**src/rtl/muldiv_ctl_if.sv**
```systemverilog
// EX-stage / ALU handshake bundle for muldiv_ctl.
// master = pipeline plus ALU side, slave = the controller.
interface muldiv_ctl_if;
    logic       exvalid;
    logic [2:0] exop;
    logic       exflush;
    logic       alubusy;
    logic       alugo;
    logic       exstall;
    logic       flushok;
    logic       busy;
    logic       wdtfault;

    modport master (
        output exvalid, exop, exflush, alubusy,
        input  alugo, exstall, flushok, busy, wdtfault
    );

    modport slave (
        input  exvalid, exop, exflush, alubusy,
        output alugo, exstall, flushok, busy, wdtfault
    );
endinterface

```
**src/rtl/muldiv_ctl.sv**
```systemverilog
// Launch/interlock sequencer between EX and the multiply/divide unit, with latency watchdog.
// Define MULDIV_CTL_PERF_EN to add the launch and stall performance counters.
module muldiv_ctl #(
    parameter int unsigned MAXLAT = 72,
    parameter int unsigned CTRW   = 7
) (
    input  logic        clk,
    input  logic        rst,
    input  logic        phi2_i,
`ifdef MULDIV_CTL_PERF_EN
    output logic [31:0] perfops_o,
    output logic [31:0] perfstall_o,
`endif
    muldiv_ctl_if.slave bus
);
    typedef enum logic [1:0] {StRstw, StIdle, StRun} state_e;

    state_e          state_q;
    logic [CTRW-1:0] ctr_q;
    logic            wdt_q;
    logic            busy_q;
    logic            op_md;
    logic            op_hilo;
    logic            launch;

    always_comb begin
        op_md       = bus.exvalid && (bus.exop == 3'd1 || bus.exop == 3'd2);
        op_hilo     = bus.exvalid && (bus.exop == 3'd3 || bus.exop == 3'd4);
        launch      = 1'b0;
        bus.alugo   = 1'b0;
        bus.exstall = 1'b1;
        bus.flushok = 1'b0;
        if (!rst) begin
            unique case (state_q)
                StRstw: begin
                    bus.exstall = op_md || op_hilo;
                    bus.flushok = !bus.alubusy;
                end
                StIdle: begin
                    // A pending flush or a unit that never went idle blocks the launch.
                    launch      = op_md && !bus.exflush && !bus.alubusy;
                    bus.alugo   = launch;
                    bus.exstall = launch || (bus.alubusy && (op_md || op_hilo));
                    bus.flushok = 1'b1;
                end
                StRun: begin
                    bus.exstall = bus.alubusy;
                end
                default: ;
            endcase
        end
    end

    always_ff @(posedge clk or posedge rst) begin
        if (rst) begin
            state_q <= StRstw;
            ctr_q   <= '0;
            wdt_q   <= 1'b0;
            busy_q  <= 1'b1;
        end else if (phi2_i) begin
            unique case (state_q)
                StRstw: begin
                    if (!bus.alubusy) begin
                        state_q <= StIdle;
                        busy_q  <= 1'b0;
                    end
                end
                StIdle: begin
                    if (launch) begin
                        state_q <= StRun;
                        busy_q  <= 1'b1;
                        ctr_q   <= '0;
                    end
                end
                StRun: begin
                    if (ctr_q != '1) ctr_q <= ctr_q + 1'b1;
                    if (!bus.alubusy) begin
                        state_q <= StIdle;
                        busy_q  <= 1'b0;
                    end else if (ctr_q == CTRW'(MAXLAT)) begin
                        // Unit overran its budget: wait for it to drain like after reset.
                        wdt_q   <= 1'b1;
                        state_q <= StRstw;
                    end
                end
                default: begin
                    state_q <= StRstw;
                    busy_q  <= 1'b1;
                end
            endcase
        end
    end

    assign bus.busy     = busy_q;
    assign bus.wdtfault = wdt_q;

`ifdef MULDIV_CTL_PERF_EN
    logic [31:0] perfops_q;
    logic [31:0] perfstall_q;

    // The launch phase stalls on behalf of the unit, so it is counted with the RUN phases.
    always_ff @(posedge clk or posedge rst) begin
        if (rst) begin
            perfops_q   <= '0;
            perfstall_q <= '0;
        end else if (phi2_i) begin
            if (launch) perfops_q <= perfops_q + 32'd1;
            if (bus.exstall && (state_q != StIdle || launch)) perfstall_q <= perfstall_q + 32'd1;
        end
    end

    assign perfops_o   = perfops_q;
    assign perfstall_o = perfstall_q;
`endif
endmodule

```
**src/flat_wrapper.sv**
```systemverilog
// flat-port wrapper written by rule: the top's interface ports become plain ports
module muldiv_ctl_flat 
#(
    parameter int unsigned MAXLAT = 72,
    parameter int unsigned CTRW   = 7
)
  (clk, rst, phi2_i, bus_exvalid, bus_exop, bus_exflush, bus_alubusy, bus_alugo, bus_exstall, bus_flushok, bus_busy, bus_wdtfault);
  muldiv_ctl_if bus_i ();
  input  logic clk;
  input  logic rst;
  input  logic phi2_i;
  input wire logic [$bits(bus_i.exvalid)-1:0] bus_exvalid;
  input wire logic [$bits(bus_i.exop)-1:0] bus_exop;
  input wire logic [$bits(bus_i.exflush)-1:0] bus_exflush;
  input wire logic [$bits(bus_i.alubusy)-1:0] bus_alubusy;
  output wire logic [$bits(bus_i.alugo)-1:0] bus_alugo;
  output wire logic [$bits(bus_i.exstall)-1:0] bus_exstall;
  output wire logic [$bits(bus_i.flushok)-1:0] bus_flushok;
  output wire logic [$bits(bus_i.busy)-1:0] bus_busy;
  output wire logic [$bits(bus_i.wdtfault)-1:0] bus_wdtfault;
  assign bus_i.exvalid = bus_exvalid;
  assign bus_i.exop = bus_exop;
  assign bus_i.exflush = bus_exflush;
  assign bus_i.alubusy = bus_alubusy;
  assign bus_alugo = bus_i.alugo;
  assign bus_exstall = bus_i.exstall;
  assign bus_flushok = bus_i.flushok;
  assign bus_busy = bus_i.busy;
  assign bus_wdtfault = bus_i.wdtfault;
  muldiv_ctl #(.MAXLAT(MAXLAT), .CTRW(CTRW)) u_core (.clk(clk), .rst(rst), .phi2_i(phi2_i), .bus(bus_i));
endmodule
```
**config.mk**
```make
export PLATFORM = sky130hd
export DESIGN_NAME = muldiv_ctl_flat
export DESIGN_NICKNAME = d
export VERILOG_FILES = /design/src/rtl/muldiv_ctl_if.sv /design/src/rtl/muldiv_ctl.sv /design/src/flat_wrapper.sv
export SDC_FILE = /design/constraint.sdc
export NUM_CORES = 1
export LEC_CHECK = 0
export ABC_CLOCK_PERIOD_IN_PS = 2970
export CAP_MARGIN = 30
export CORE_ASPECT_RATIO = 1.2
export CORE_MARGIN = 10
export CORE_UTILIZATION = 30
export CTS_BUF_LIST = sky130_fd_sc_hd__clkbuf_8 sky130_fd_sc_hd__clkbuf_16
export DETAILED_ROUTE_END_ITERATION = 10
export GPL_ROUTABILITY_DRIVEN = 0
export PLACE_DENSITY = 0.6
export SLEW_MARGIN = 30
export SYNTH_ARGS = -nofsm -noshare
export SYNTH_HDL_FRONTEND = slang
export SYNTH_SLANG_ARGS = --single-unit
```
**constraint.sdc**
```tcl
create_clock -name clk -period 2.97 [get_ports clk]
set_clock_uncertainty 0.2 [all_clocks]
set_input_delay 0.594 -clock clk [delete_from_list [all_inputs] [get_ports clk]]
set_output_delay 0.594 -clock clk [all_outputs]
set_load 0.03 [all_outputs]
```
==> key figures, run 1 <==
Run status
  – Result of the run: finished, final reports clean

Timing
  – Number of failing setup endpoints in the final timing report: 0
  – Worst slew margin: 71.5%
  – Number of hold violations in the final report: 0
  – RSZ-0062 raised after global routing: false
  – Peak Freq: 352 MHz
  – Worst-margin pin slew: 427 ps
  – Post-route clock period utilization: a little over nine tenths
  – Clock period minus worst slack: around 2800 ps
  – Total Negative Setup Slacks: 0 ps
  – Number of slew-limit violations in the final report: 0

Drt
  – Routed Wire Length: about 1900 µm
  – Number of DRC violations after detailed routing: 0
  – 1st-iter DRT viols: 29
  – Vias after detailed routing: 703
  – Number of detailed-route iterations in the first pass: 4
  – Post-detailed-route wirelength per cell: 13.5 µm
  – Mean number of vias per cell: about 5
  – Post-route ant nets: 0

Floorplan
  – Die H: 77.2 µm
  – Top-Level Pins: 14
  – Die extent in x: 67.7 µm
  – Die Area: between 0.005 and 0.006 mm²
  – Initial core utilization: 31.7%
  – Row count: 20
  – Core region area: about 0.0026 mm²

Clock tree
  – CTS clock-pin slew for the worst setup and hold paths: ~50 ps
  – Number of buffers on the longest clock path: 2
  – Hold_buf cts: 0
  – Clock Sinks: 11
  – Number of buffers inserted to repair setup after CTS: 0
  – Number of buffers added by the clock tree synthesis step: 3
  – Insertion delay to the later sink of the worst-skew pair: 240 ps
  – Number of H-tree levels: 1
  – Root buffer selected by CTS: clkbuf_8
  – Clock tree from TritonCTS: done
  – Total of cells resized after clock tree synthesis: 0

Synthesis
  – Mean post-synth cell area: between 9 and 10 µm²
  – Post-Syn Nets: 103
  – Number of instances in the synthesized netlist: 87
  – Fraction of synthesized cell area taken by the top area cell type: between 30% and 40%
  – Post-synthesis cell area: 818 µm²
  – Dominant cell type by area after synthesis: dfrtp_1
  – Main area contributors after synthesis: dfrtp_1, ha_1, o32ai_4, nand2_1, inv_1
  – Yosys synthesis warning count: 0
  – Fraction of the yosys area taken by sequential cells: 33.8%
  – #FFs+latches synth: 11
  – Cell variety after synth: 33

Hold path
  – Worst hold-check path type: flop to flop
  – Cells on Worst Hold Path: 1

Flow run
  – Count of maximum capacitance violations: 0

Worst setup path
  – Classification of the worst setup path: input port to primary output
  – Critical path endpoint category: primary output
  – Highest fanout seen on the critical path: 3
  – Crit path required time: 2180 ps
  – Worst Reg2Reg Path Length in Cells: 6
  – Launching element type of the critical path: input port
  – Crit path DAT: about 2100 ps

Place
  – HPWL reported at the end of detailed placement: between 1500 and 2000 µm
  – Number of buffers added on ports: 13
  – Cell Area, Placed: a little over 0.001 mm²

Final layout
  – Leading cell type in the layout, fill and taps excluded: clkdlybuf4s50_1
  – Layout Nets: 124
  – Layout overhead on the synthesized area: 29.1%
  – Highest-count cells in the layout ignoring fill and taps: clkdlybuf4s50_1, nand2_1, inv_1, dfrtp_1, nor2_1
  – Antenna Diode Count: 0
  – Share of cells above drive strength 1: 15.0%
  – Area of all placed cells without fillers: 0.00106 mm²
  – # fillers: 250

Power and ir drop
  – Maximum vdd drop: 396 µV
  – Power Density: 716 mW/mm²
  – LEAKAGE: 0.456 nW

GRT
  – Largest net degree at the start of global routing: 14
  – Number of antenna violations at the first check in global routing: 0
  – First-pass GRT wire length: 3000 µm
  – Global route overflow: 0
  – Total global-route track usage: 7.22%
  – Number of global-route vias before repair: between 600 and 700
-- final cells by class --
type / count / area [µm²] / area share, %
Clock inverter: 1 / 3.75 / 0.355
Multi-Input combinational cell: 66 / 504 / 47.7
Timing Repair Buffer: 17 / 155 / 14.7
Clock buffer: 3 / 41.3 / 3.91
Sequential cell: 11 / 277 / 26.2
Inverter: 9 / 33.8 / 3.20
Tap cell: 33 / 41.3 / 3.91
-- kinds of logic (layout without fill, tap and decap cells) --
logic type | after synthesis | after routing | synth area share (%)
adders and majority gates | 7 | 7 | 10.7
DFF | 11 | 11 | 33.8
muxes | 4 | 4 | 5.20
AOI/OAI and AO/OA | 18 | 18 | 21.3
buffers and inverters | 10 | 30 | 4.59
xor gates and xnor gates | 1 | 1 | 1.07
and+or+nand+nor | 36 | 36 | 23.4
-- stage by stage --
step	hold WS (ps)	cells	utilization [%]	total power (W)	setup WS, ps
global route	292	140	41.0	0.000824	16.3
CTS	273	140	41.0	0.000769	81.0
finish	265	140	41.0	0.000757	129
detailed placement	261	136	39.2	0.000620	87.2
floorplan	246	87	-	0.000502	408
global placement	266	136	39.2	0.000613	110
-- worst max-delay path: stages --
cell	delay (ps)
clkdlybuf4s50_1	430
or4b_4	580
nor2_1	120
nand2_1	70
nand4_1	90
buf_4	160
-- where the power goes --
group / total [W] / internal (W) / switching (W)
Clock: 0.000146 / 0.0000907 / 0.0000557
Sequential: 0.000217 / 0.000188 / 0.0000287
Combinational: 0.000393 / 0.000175 / 0.000218
Total: 0.000757 / 0.000454 / 0.000303
-- final timing paths --
path,from,to,slack (ps)
max,bus_exop[2],bus_exstall,130
min,u_core.bus.wdtfault,u_core.bus.wdtfault,260
max reg2reg,u_core.state_q[0],u_core.ctr_q[5],690
min reg2reg,u_core.bus.wdtfault,u_core.bus.wdtfault,260
max in group asynchronous,rst,u_core.bus.busy,1620
min in group asynchronous,rst,u_core.bus.wdtfault,630
-- synthesized netlist by cell type --
| cell | number |
|---|---|
| clkbuf_1 | 1 |
| a21oi_1 | 5 |
| nand2b_1 | 2 |
| or3_1 | 1 |
| or4b_4 | 1 |
| nand4_1 | 2 |
| o21ai_0 | 2 |
| o211ai_2 | 1 |
| nand3_1 | 5 |
| o2bb2ai_1 | 1 |
| and4_1 | 1 |
| dfstp_2 | 1 |
| a31oi_1 | 1 |
| dfrtp_1 | 10 |
| a31o_1 | 1 |
| ha_1 | 7 |
| nand4b_1 | 1 |
| mux2_1 | 2 |
| a22o_1 | 1 |
| inv_1 | 9 |
| nor3_1 | 1 |
| o211ai_1 | 1 |
| a32o_1 | 2 |
| mux2i_1 | 2 |
| nand2_1 | 10 |
| xnor2_1 | 1 |
| nor4b_1 | 1 |
| and3_1 | 1 |
| nor2_1 | 8 |
| nand3b_1 | 1 |
| o32ai_4 | 2 |
| a41o_2 | 1 |
| and2_4 | 1 |
-- routing by layer --
metal,global-route usage [%],part of all wire (%),up-vias
li1,-,-,358
met1,7.96,43,325
met2,11.7,48,16
met3,2.91,7.1,4
met4,3.09,1.2,0
met5,0,0,-
-- sequential cells by signal (all words and copies together) (netlist names) --
| name | cells |
|---|---|
| u_core.ctr_q | 7 |
| u_core.bus.busy | 1 |
| u_core.bus.wdtfault | 1 |
| u_core.state_q | 2 |
Power figures use the tool's default switching activity.
==> inputs of run 2 (changes only) <==
- CTS_BUF_LIST: sky130_fd_sc_hd__clkbuf_8 sky130_fd_sc_hd__clkbuf_16 -> unset
==> key figures, run 2 (same netlist as run 1, synthesis figures left out) <==
Final layout
  – Layout Nets: 124 (unchanged)
  – Layout overhead on the synthesized area: 26.8%
  – Biggest regs: u_core.ctr_q: 7 flops, u_core.state_q: 2 flops
  – Top register by number of flip-flops: u_core.ctr_q
  – Number of flip-flops in the largest register: 7 (unchanged)
  – Antenna Diode Count: 0 (unchanged)
  – Leading cell type in the layout, fill and taps excluded: clkdlybuf4s50_1
  – Highest-count cells in the layout ignoring fill and taps: clkdlybuf4s50_1, nand2_1, dfrtp_1, inv_1, nor2_1
  – # fillers: 254 (+1.6%)
  – Share of cells above drive strength 1: 15.0% (unchanged)

Floorplan
  – Row count: 20 (unchanged)
  – Die extent in x: 67.7 µm (unchanged)
  – Die Area: 0.00523 mm² (unchanged)
  – Top-Level Pins: 14 (unchanged)
  – Initial core utilization: 31.7% (unchanged)
  – Core region area: 0.00258 mm² (unchanged)
  – Die H: 77.2 µm (unchanged)

Clock tree
  – Total of cells resized after clock tree synthesis: 0 (unchanged)
  – Clock tree from TritonCTS: done
  – Hold_buf cts: 0 (unchanged)
  – Number of H-tree levels: 1 (unchanged)
  – CTS clock-pin slew for the worst setup and hold paths: 70 ps (+20 ps)
  – Root buffer selected by CTS: clkbuf_4
  – Number of buffers added by the clock tree synthesis step: 3 (unchanged)
  – Number of buffers inserted to repair setup after CTS: 0 (unchanged)
  – Number of buffers on the longest clock path: 2 (unchanged)
  – Clock Sinks: 11 (unchanged)
  – Insertion delay to the later sink of the worst-skew pair: 270 ps (+30 ps)

GRT
  – First-pass GRT wire length: 3020 µm (+0.70%)
  – Number of global-route vias before repair: 677 (+2.3%)
  – Number of antenna violations at the first check in global routing: 0 (unchanged)
  – Total global-route track usage: 7.25% (+0.028 points)
  – Largest net degree at the start of global routing: 14 (unchanged)
  – Global route overflow: 0 (unchanged)

Timing
  – Hold WS: 269 ps (+3.74 ps)
  – Clock period minus worst slack: 2840 ps (unchanged)
  – Number of hold violations in the final report: 0 (unchanged)
  – Min setup slack post-route: 129 ps (unchanged)
  – Worst-margin pin slew: 439 ps (+12.4 ps)
  – RSZ-0062 raised after global routing: false
  – Peak Freq: 352 MHz (unchanged)
  – Number of slew-limit violations in the final report: 0 (unchanged)
  – Worst slew margin: 70.7% (-0.83 points)
  – Number of failing setup endpoints in the final timing report: 0 (unchanged)
  – Total Negative Setup Slacks: 0 ps (unchanged)
  – Post-route clock period utilization: 95.6% (unchanged)

Worst setup path
  – Critical register-to-register path startpoint: u_core.state_q[0]
  – Reg-to-reg slack, setup: 660 ps (-30 ps)
  – Cell with the largest stage delay on the worst path: or4b_4
  – Classification of the worst setup path: input port to primary output
  – Crit path DAT: 2050 ps (about the same)
  – Critical path, cell by cell: clkdlybuf4s50_1, or4b_4, nor2_1, nand2_1, nand4_1, buf_4
  – Endpoint of the worst register-to-register path: u_core.ctr_q[5]
  – Launching element type of the critical path: input port
  – Maximum single-stage delay on the critical path: 580 ps (about the same)
  – Highest fanout seen on the critical path: 3 (unchanged)
  – Worst Reg2Reg Path Length in Cells: 6 (unchanged)
  – Critical path endpoint category: primary output
  – Crit path required time: 2180 ps (about the same)

Power and ir drop
  – Maximum vdd drop: 311 µV (-21%)
  – Total internal power: 0.000415 W (-8.6%)
  – Design Power: 0.000715 W (-5.4%)
  – Net switching power: 0.000301 W (-0.69%)
  – Clock network fraction of total power: 14.4% (-5.0 points)
  – Power Density: 690 mW/mm² (-3.7%)
  – Switching part of the total power: 42.0% (+2.0 points)
  – Power share of the combinational group: 55.3% (+3.3 points)
  – LEAKAGE: 0.444 nW (-2.6%)
  – Sequential power share: 30.2% (+1.5 points)

Drt
  – Mean number of vias per cell: 4.99 (-0.57%)
  – Post-route ant nets: 0 (unchanged)
  – Number of DRC violations after detailed routing: 0 (unchanged)
  – Routed Wire Length: 1910 µm (+1.3%)
  – Post-detailed-route wirelength per cell: 13.7 µm (+1.3%)
  – 1st-iter DRT viols: 19 (-34%)
  – Vias after detailed routing: 699 (-0.57%)
  – Number of detailed-route iterations in the first pass: 4 (unchanged)

Hold path
  – Cells on Worst Hold Path: 1 (unchanged)
  – Worst hold-check path type: flop to flop
  – Start point of the worst hold path: u_core.bus.wdtfault
  – Worst Hold Path EP: u_core.bus.wdtfault

Place
  – HPWL reported at the end of detailed placement: 1550 µm (unchanged)
  – Number of buffers added on ports: 13 (unchanged)
  – Setup slack at placement: 87.2 ps (unchanged)

Flow run
  – Count of maximum capacitance violations: 0 (unchanged)

Run status
  – Result of the run: finished, final reports clean
## run 2: changes by cell type in the layout (fill, tap and decap cells not counted), sizes merged
cell	previous run	this run
inv	10	9
clkbuf	3	4
## run 2: worst max path at each step
stage | startpoint | end | cells after the start
floorplan | bus_alubusy | bus_alugo | 4
global placement | bus_alubusy | bus_alugo | 6
detailed placement | bus_alubusy | bus_exstall | 6
CTS | bus_alubusy | bus_exstall | 6
global route | bus_exop[2] | bus_exstall | 6
finish | bus_exop[2] | bus_exstall | 6
## run 2: critical path: cells and delay by family
family / cells / cell delay, ps
buffers and inverters: 2 / 590
and+or+nand+nor: 4 / 860
## run 2: power by group through the flow
stage / Combinational [W] / Sequential, W / Clock [W]
after detailed placement: 0.000399 / 0.000221 / 0
after floorplan: 0.000274 / 0.000229 / 0
final: 0.000396 / 0.000216 / 0.000103
after global placement: 0.000395 / 0.000217 / 0
after global routing: 0.000440 / 0.000223 / 0.000116
after CTS: 0.000402 / 0.000217 / 0.000107
## run 2: stage by stage
step	cell area, µm²	util (%)	instances
floorplan	818	-	87
global placement	1010	39.2	136
detailed placement	1010	39.2	136
CTS	1040	40.2	140
global route	1040	40.2	140
finish	1040	40.2	140
## run 2: metal layers
metal  wire length, µm  track usage [%]  vias up  part of all wire [%]
li1                  -                -      357                     -
met1               809             7.79      320                    42
met2               939             12.2       19                    49
met3               133             2.03        3                   7.0
met4                28             3.70        0                   1.5
met5                 0                0        -                     0
## run 2: cell type report
| class | instances | area [µm²] | share of cell area [%] |
|---|---|---|---|
| Inverter | 9 | 33.8 | 3.26 |
| Tap cell | 33 | 41.3 | 3.98 |
| Sequential cell | 11 | 277 | 26.7 |
| Timing Repair Buffer | 17 | 155 | 15.0 |
| Clock buffer | 4 | 26.3 | 2.53 |
| Multi-Input combinational cell | 66 | 504 | 48.6 |
